===== config.mk =====
export PLATFORM = sky130hd
export DESIGN_NAME = rom_reader
export DESIGN_NICKNAME = d
export VERILOG_FILES = /design/src/rtl/rom_reader.sv
export SDC_FILE = /design/constraint.sdc
export NUM_CORES = 1
export LEC_CHECK = 0
export ABC_CLOCK_PERIOD_IN_PS = 1900
export BUFFER_PORTS_ARGS = -buffer_cell sky130_fd_sc_hd__buf_4
export CAP_MARGIN = 20
export CORE_AREA = 2 2 67 69
export DETAILED_ROUTE_END_ITERATION = 16
export DIE_AREA = 0 0 69 71
export HOLD_SLACK_MARGIN = 0.05
export SYNTH_ARGS = -nofsm -noshare
export SYNTH_HDL_FRONTEND = slang
export SYNTH_SLANG_ARGS = --single-unit

===== constraint.sdc =====
create_clock -name clk -period 1.9 [get_ports clk]
set_input_delay 0.095 -clock clk [delete_from_list [all_inputs] [get_ports clk]]
set_output_delay 0.095 -clock clk [all_outputs]
set_load 0.01 [all_outputs]

===== src/rtl/rom_reader.sv =====
// Block-read master for a 16x4 synchronous ROM, streaming words on a valid/ready port.
// Optional running XOR checksum output enabled by defining ROM_READER_CKSUM_EN.
module rom_reader #(
  parameter int unsigned ADDR_W = 4,
  parameter int unsigned DATA_W = 4
) (
  input  logic              clk,
  input  logic              rst,
  input  logic              start,
  input  logic [ADDR_W-1:0] base_addr,
  input  logic [ADDR_W:0]   len,
  output logic              busy,
  output logic              done,
  output logic [ADDR_W-1:0] rom_addr,
  output logic              rom_cs,
  output logic              rom_rd,
  input  logic [DATA_W-1:0] rom_data,
  output logic [DATA_W-1:0] out_data,
  output logic              out_valid,
  input  logic              out_ready
`ifdef ROM_READER_CKSUM_EN
  ,
  output logic [DATA_W-1:0] cksum
`endif
);

  typedef enum logic [2:0] {
    IDLE    = 3'd0,
    ISSUE   = 3'd1,
    CAPTURE = 3'd2,
    HOLD    = 3'd3,
    FINISH  = 3'd4
  } state_t;

  state_t          state;
  logic [ADDR_W:0] remaining;

  // rom_addr doubles as the current block address; every output is set on entry to its state.
  always_ff @(posedge clk or posedge rst) begin
    if (rst) begin
      state     <= IDLE;
      remaining <= '0;
      busy      <= 1'b0;
      done      <= 1'b0;
      rom_addr  <= '0;
      rom_cs    <= 1'b0;
      rom_rd    <= 1'b0;
      out_data  <= '0;
      out_valid <= 1'b0;
`ifdef ROM_READER_CKSUM_EN
      cksum     <= '0;
`endif
    end else begin
      case (state)
        IDLE: begin
          if (start) begin
            rom_addr  <= base_addr;
            remaining <= len;
            busy      <= 1'b1;
`ifdef ROM_READER_CKSUM_EN
            cksum     <= '0;
`endif
            if (len != '0) begin
              state  <= ISSUE;
              rom_cs <= 1'b1;
              rom_rd <= 1'b1;
            end else begin
              state <= FINISH;
              done  <= 1'b1;
            end
          end
        end
        ISSUE: begin
          state  <= CAPTURE;
          rom_rd <= 1'b0;
        end
        CAPTURE: begin
          state     <= HOLD;
          out_data  <= rom_data;
          out_valid <= 1'b1;
        end
        HOLD: begin
          if (out_ready) begin
            out_valid <= 1'b0;
            rom_addr  <= rom_addr + ADDR_W'(1);
            remaining <= remaining - (ADDR_W+1)'(1);
`ifdef ROM_READER_CKSUM_EN
            cksum     <= cksum ^ out_data;
`endif
            if (remaining == (ADDR_W+1)'(1)) begin
              state  <= FINISH;
              rom_cs <= 1'b0;
              done   <= 1'b1;
            end else begin
              state  <= ISSUE;
              rom_rd <= 1'b1;
            end
          end
        end
        FINISH: begin
          state <= IDLE;
          done  <= 1'b0;
          busy  <= 1'b0;
        end
        default: begin
          state  <= IDLE;
          busy   <= 1'b0;
          done   <= 1'b0;
          rom_cs <= 1'b0;
          rom_rd <= 1'b0;
        end
      endcase
    end
  end

endmodule


==> flow_summary_export.csv, run 1 <==
group,metric,value,unit
outcome,status,"finished, final reports clean",
setup_path,end_kind,"flop",
detailed_routing,vias_per_cell,5.28,
place,finalWeightedCongestion,0.872,
cts,worstSkewPairLatency,0.27,ns
detailed_routing,drt_iter0_markers,35,
detailed_routing,via_count,1056,
timing,slew_headroom,45.7,%
cts,cts_tree,"built",
setup_path,criticalPathCategory,"flop to flop",
synthesis,syn_area_per_cell,10.5,um2
setup_path,timing.rr.start,"state[1]$_DFFE_PP0P_",
global_routing,grt_antenna_before_repair,0,
power,powerDensity,1600,nW/um2
finish,syn_to_final_growth,27.5,%
floorplanning,die_area,4900,um2
setup_path,startpoint,"state[1]$_DFFE_PP0P_",
global_routing,overflow,0,
setup_path,arrival,1.92,ns
cts,clkTransAtPathRegs,0.08,ns
synthesis,seq_area_frac_synth,43.3,%
place,place_ws,0.205,ns
cts,postCtsSetupBuffers,0,
timing,finalCriticalPeriod,1.71,ns
timing,hold_violations,0,
timing,fmax,0.585,GHz
global_routing,grt_pass1_vias,1083,
global_routing,grt_usage,12.4,%
synthesis,synth_ff_type,"dfrtp_1",
setup_path,critPathMaxFanout,11,
cts,cts_max_path_buffers,2,
global_routing,grt_max_degree,22,
power,power,2.48,mW
place,io_buffer_count,29,
setup_path,cp-start-kind,"flop",
finish,final_layout_size_suffix_gt1_share,33.8,%
synthesis,ys_seq_elements,21,
detailed_routing,antenna_left,0,
floorplanning,die_w,69,um
floorplanning,io_pins,30,
worst_hold_path,min_path_type,"input pin to flop",
timing,skew,0.00176,ns
cts,ctsHoldBuffers,1,
detailed_routing,post_drt_wl_per_cell,14.2,um
finish,nNetsFinal,169,
finish,diodes,0,
floorplanning,coreArea,4200,um2
cts,cts_resized,0,
timing,drv_slew,0,
synthesis,synth_cell_type_count,42,
worst_hold_path,hp-start,"rom_data[2]",
synthesis,synthArstFlopShare,100,%
timing,worstMarginPinSlew,0.813,ns
detailed_routing,detail_route.first_pass.iterations,4,
synthesis,synthesis.area,1210,um2
place,dpl_cell_area,1490,um2
floorplanning,start_util,28.8,%
synthesis,muxShareOfSynthArea,12.2,%
finish,final_area,1550,um2
detailed_routing,drc,0,
power,p_leak,0.727,nW
cts,htree_levels,1,
setup_path,required,2.11,ns
timing,setup_violations,0,
synthesis,synth-simple-area-share,13.2,%
timing,setup_ws,0.191,ns
floorplanning,rows,24,
floorplanning,die_height,71,um
synthesis,synth-xor-area-share,0,%
timing,rsz0062_at_grt,"false",
place,hpwl,2.08,mm
timing,post-route-period-util,90.0,%
power,vdd_ir_drop_max,0.776,mV
detailed_routing,drt_wl_total,2.85,mm
synthesis,post_synth_fa_ha_maj_area_fraction,3.10,%
synthesis,synth_edf_count,0,
synthesis,syn_nets,135,
synthesis,yosys_warnings,0,
global_routing,grt_pass1_wl,5.02,mm
cts,clock_tree.root_cell,"clkbuf_8",
synthesis,synth-compound-area-share,19.3,%
synthesis,syn-instance-count,115,
synthesis,synth_top_family_by_area,"compound AO/OA/AOI/OAI gates",
timing,setup_tns,0,ns
job,max-cap-violations,0,
cts,cts_buffers,3,
cts,cts_sinks,21,
## state kept, by name, indices dropped and copies added, names as in the netlist
signal / flops
out_valid: 1
out_data: 4
rom_addr: 4
remaining: 5
busy: 1
rom_cs: 1
rom_rd: 1
state: 3
done: 1
## per-layer routing
| metal | track usage [%] | vias to the layer above | share of wire, % |
|---|---|---|---|
| met1 | 16.6 | 519 | 47 |
| li1 | - | 499 | - |
| met3 | 2.28 | 5 | 5.2 |
| met5 | 0 | - | 0 |
| met2 | 20.3 | 33 | 47 |
| met4 | 3.92 | 0 | 1.5 |
## per-stage QoR
stage	instances	hold slack, ns	utilization (%)
4_1_cts	200	0.0530	36.8
2_1_floorplan	115	0.0715	-
6_report	200	0.0544	36.8
3_3_place_gp	195	0.303	35.4
5_1_grt	200	0.0573	36.8
3_5_place_dp	195	0.316	35.4
## report_power, final
group | leakage, nW | switching [mW] | internal [mW] | total [mW]
clock network | 0.0255 | 0.163 | 0.147 | 0.309
logic | 0.459 | 0.592 | 0.696 | 1.29
registers | 0.242 | 0.221 | 0.661 | 0.881
total | 0.727 | 0.976 | 1.50 | 2.48
## worst paths after layout
path                                                 end  slack [ns]  cells past startpoint
worst max-delay path            remaining[0]$_DFFE_PP0P_        0.19                      4
worst min-delay path             out_data[2]$_DFFE_PP0P_        0.05                      2
worst max register to register  remaining[0]$_DFFE_PP0P_        0.19                      4
worst min register to register     out_valid$_DFFE_PP0P_        0.49                      1
max in group asynchronous       remaining[1]$_DFFE_PP0P_        0.86                      3
min in group asynchronous        out_data[3]$_DFFE_PP0P_        0.54                      3
## synthesized netlist by cell type (2+ instances only)
| library cell | count | share of area (%) |
|---|---|---|
| a21oi_1 | 3 | 1.2 |
| inv_1 | 15 | 4.6 |
| buf_4 | 2 | 1.2 |
| nand3_1 | 4 | 1.7 |
| buf_2 | 2 | 0.83 |
| o22ai_1 | 4 | 2.1 |
| nor3_1 | 2 | 0.83 |
| buf_6 | 2 | 1.9 |
| nand2_1 | 6 | 1.9 |
| ha_1 | 3 | 3.1 |
| mux2_2 | 6 | 5.6 |
| a2111oi_1 | 2 | 1.7 |
| mux2i_1 | 8 | 6.6 |
| dfrtp_1 | 21 | 43 |
| a21o_1 | 2 | 1.2 |
| a2bb2oi_1 | 2 | 1.4 |
| a221oi_1 | 5 | 3.6 |
| a211o_1 | 2 | 1.4 |
## worst max-delay path, stage by stage, from the launching register on
cell and delay (ns):
dfrtp_1 0.54, nand3_1 0.30, buf_4 0.26, a2111oi_1 0.40, a211o_1 0.14
## kinds of logic after synthesis
| group | Yosys count |
|---|---|
| compound gates | 29 |
| simple gates | 26 |
| buf+inv | 22 |
| flops | 21 |
| mux | 14 |
| fa+ha+maj | 3 |
## layout make-up
type	instances	area, um2
Multi-Input combinational cell	72	579
Tap cell	52	65.1
Inverter	15	56.3
Clock inverter	1	5.00
Sequential cell	21	526
Clock buffer	3	41.3
Timing Repair Buffer	36	273
Fill cell	441	2660
## cell usage in the layout (no fill, tap or decap), types with 2 or more instances in the layout
master and instances:
nand2_1 6, clkbuf_8 3, a211o_1 2, a21o_1 2, nand3_1 4, a221oi_1 5
mux2_2 6, nor3_1 2, a21oi_1 3, o22ai_1 4, a2111oi_1 2, ha_1 3
inv_1 15, mux2i_1 8, buf_4 35, dfrtp_1 21, a2bb2oi_1 2
(Power assumes the default switching activity.)
==> run 2: changes to the inputs <==
--- a/config.mk
+++ b/config.mk
@@ -12,6 +12,7 @@
 export DETAILED_ROUTE_END_ITERATION = 16
 export DIE_AREA = 0 0 69 71
 export HOLD_SLACK_MARGIN = 0.05
+export RECOVER_POWER = 50
 export SYNTH_ARGS = -nofsm -noshare
 export SYNTH_HDL_FRONTEND = slang
 export SYNTH_SLANG_ARGS = --single-unit
==> flow_summary_export.csv, run 2 (synthesis gave the netlist of run 1 again) <==
group,metric,value,unit
finish,regMostFlops,"remaining",
global_routing,grt_max_degree,22,
setup_path,crit_family,"compound AO/OA/AOI/OAI gates",
cts,postCtsSetupBuffers,0,
cts,clkTransAtPathRegs,0.08,ns
cts,cts_tree,"built",
worst_hold_path,min_path_type,"input pin to flop",
finish,diodes,0,
setup_path,slowest_stage,"dfrtp_1",
power,share_comb_of_total_power,50.0,%
detailed_routing,antenna_left,0,
place,dpl_cell_area,1490,um2
power,powerDensity,1580,nW/um2
detailed_routing,vias_per_cell,5.30,
timing,skew,0.00111,ns
floorplanning,die_height,71,um
job,max-cap-violations,0,
setup_path,worstPathCellList,"nand3_1 -> buf_4 -> a2111oi_1 -> a211o_1",
detailed_routing,drt_wl_total,2.81,mm
setup_path,cp-start-kind,"flop",
finish,regArea,526,um2
timing,finalCriticalPeriod,1.70,ns
floorplanning,io_pins,30,
floorplanning,die_area,4900,um2
power,p_leak,0.681,nW
floorplanning,start_util,28.8,%
setup_path,max_stage_delay,0.53,ns
cts,clock_tree.root_cell,"clkbuf_8",
finish,final_layout_size_suffix_gt1_share,25.0,%
finish,layout_common_cells,"21 x dfrtp_1, 21 x buf_4, 15 x inv_1, 13 x clkbuf_1, 8 x mux2i_1",
setup_path,critPathMaxFanout,11,
floorplanning,die_w,69,um
cts,ctsHoldBuffers,1,
power,power_frac_clock,13.0,%
global_routing,grt_antenna_before_repair,0,
setup_path,required,2.11,ns
cts,cts_max_path_buffers,2,
finish,multiInputGateArea,579,um2
finish,top_regs,"remaining x5, out_data x4, rom_addr x4",
timing,worstMarginPinSlew,0.805,ns
cts,cts_resized,0,
cts,worstSkewPairLatency,0.27,ns
power,switching_share,40.8,%
timing,post-route-period-util,89.5,%
setup_path,timing.rr.start,"state[1]$_DFFE_PP0P_",
finish,final_area,1500,um2
finish,syn_to_final_growth,23.4,%
global_routing,grt_pass1_vias,1083,
worst_hold_path,hp-start,"rom_data[2]",
global_routing,grt_pass1_wl,5.02,mm
place,finalWeightedCongestion,0.872,
setup_path,startpoint,"state[1]$_DFFE_PP0P_",
setup_path,arrival,1.91,ns
detailed_routing,drt_iter0_markers,31,
detailed_routing,detail_route.first_pass.iterations,4,
setup_path,end_kind,"flop",
setup_path,criticalPathCategory,"flop to flop",
timing,fmax,0.588,GHz
detailed_routing,post_drt_wl_per_cell,14.1,um
timing,setup_violations,0,
cts,cts_sinks,21,
power,p_sw,965,uW
global_routing,grt_usage,12.4,%
detailed_routing,drc,0,
floorplanning,rows,24,
power,vdd_ir_drop_max,0.741,mV
finish,largest_reg_flops,5,
timing,slew_headroom,46.3,%
cts,cts_buffers,3,
timing,setup_tns,0,ns
floorplanning,coreArea,4200,um2
detailed_routing,via_count,1059,
finish,fill_cells,454,
setup_path,r2r_slack,0.20,ns
timing,drv_slew,0,
power,seqPwrFrac,37.0,%
global_routing,overflow,0,
power,p_int,1.40,mW
place,hpwl,2.08,mm
finish,finish.utilization,35.6,%
timing,rsz0062_at_grt,"false",
setup_path,crit_buf_inv,1,
finish,nNetsFinal,169,
cts,htree_levels,1,
timing,hold_violations,0,
place,io_buffer_count,29,
outcome,status,"finished, final reports clean",
==> run 2: changes by cell type in the layout (fill, tap and decap cells not counted) <==
cell,delta
clkbuf_4,+1
clkbuf_1,+13
buf_4,-14
==> run 2: worst register-to-register path, delay by kind of cell, from the launching register on <==
kind	cells	cell delay, ns
buf+inv	1	0.26
flops	1	0.53
simple gates	1	0.30
compound gates	2	0.54
==> run 2: power by group through the flow <==
stage	combinational [mW]	sequential [mW]	clock [mW]
2_1_floorplan	0.850	0.871	0
3_3_place_gp	1.26	0.879	0
3_5_place_dp	1.29	0.889	0
4_1_cts	1.30	0.880	0.315
5_1_grt	1.34	0.915	0.335
6_report	1.18	0.875	0.308
==> run 2: layout make-up <==
class	count	area share (%)
multi-input cells	72	38.7
flip-flops and latches	21	35.1
repair buffers	36	15.0
well taps	52	4.35
inverters	15	3.76
clock buffers	3	2.76
clock inverters	1	0.334
==> run 2: per-layer routing <==
metal  vias to the layer above  wire (um)  GRT usage, %
met3                         5        125          2.28
li1                        495          -             -
met5                         -          0             0
met2                        29       1340          20.3
met1                       530       1300          16.6
met4                         0         43          3.92
==> run 2: path summary, 6_finish.rpt <==
kind	to	cells after the start
setup reg to reg	remaining[0]$_DFFE_PP0P_	4
setup / recovery	remaining[0]$_DFFE_PP0P_	4
hold / removal	out_data[2]$_DFFE_PP0P_	2
hold reg to reg	out_valid$_DFFE_PP0P_	1
min in group asynchronous	out_data[3]$_DFFE_PP0P_	3
max in group asynchronous	busy$_DFFE_PP0P_	3
==> run 2: through the flow <==
stage	worst slack, ns	std cells	power, mW	hold WS, ns
final	0.199	200	2.36	0.0547
after global routing	0.0813	200	2.59	0.0573
after floorplan	0.356	115	1.72	0.0715
after detailed placement	0.205	195	2.18	0.316
after CTS	0.201	200	2.49	0.0530
after global placement	0.232	195	2.14	0.303
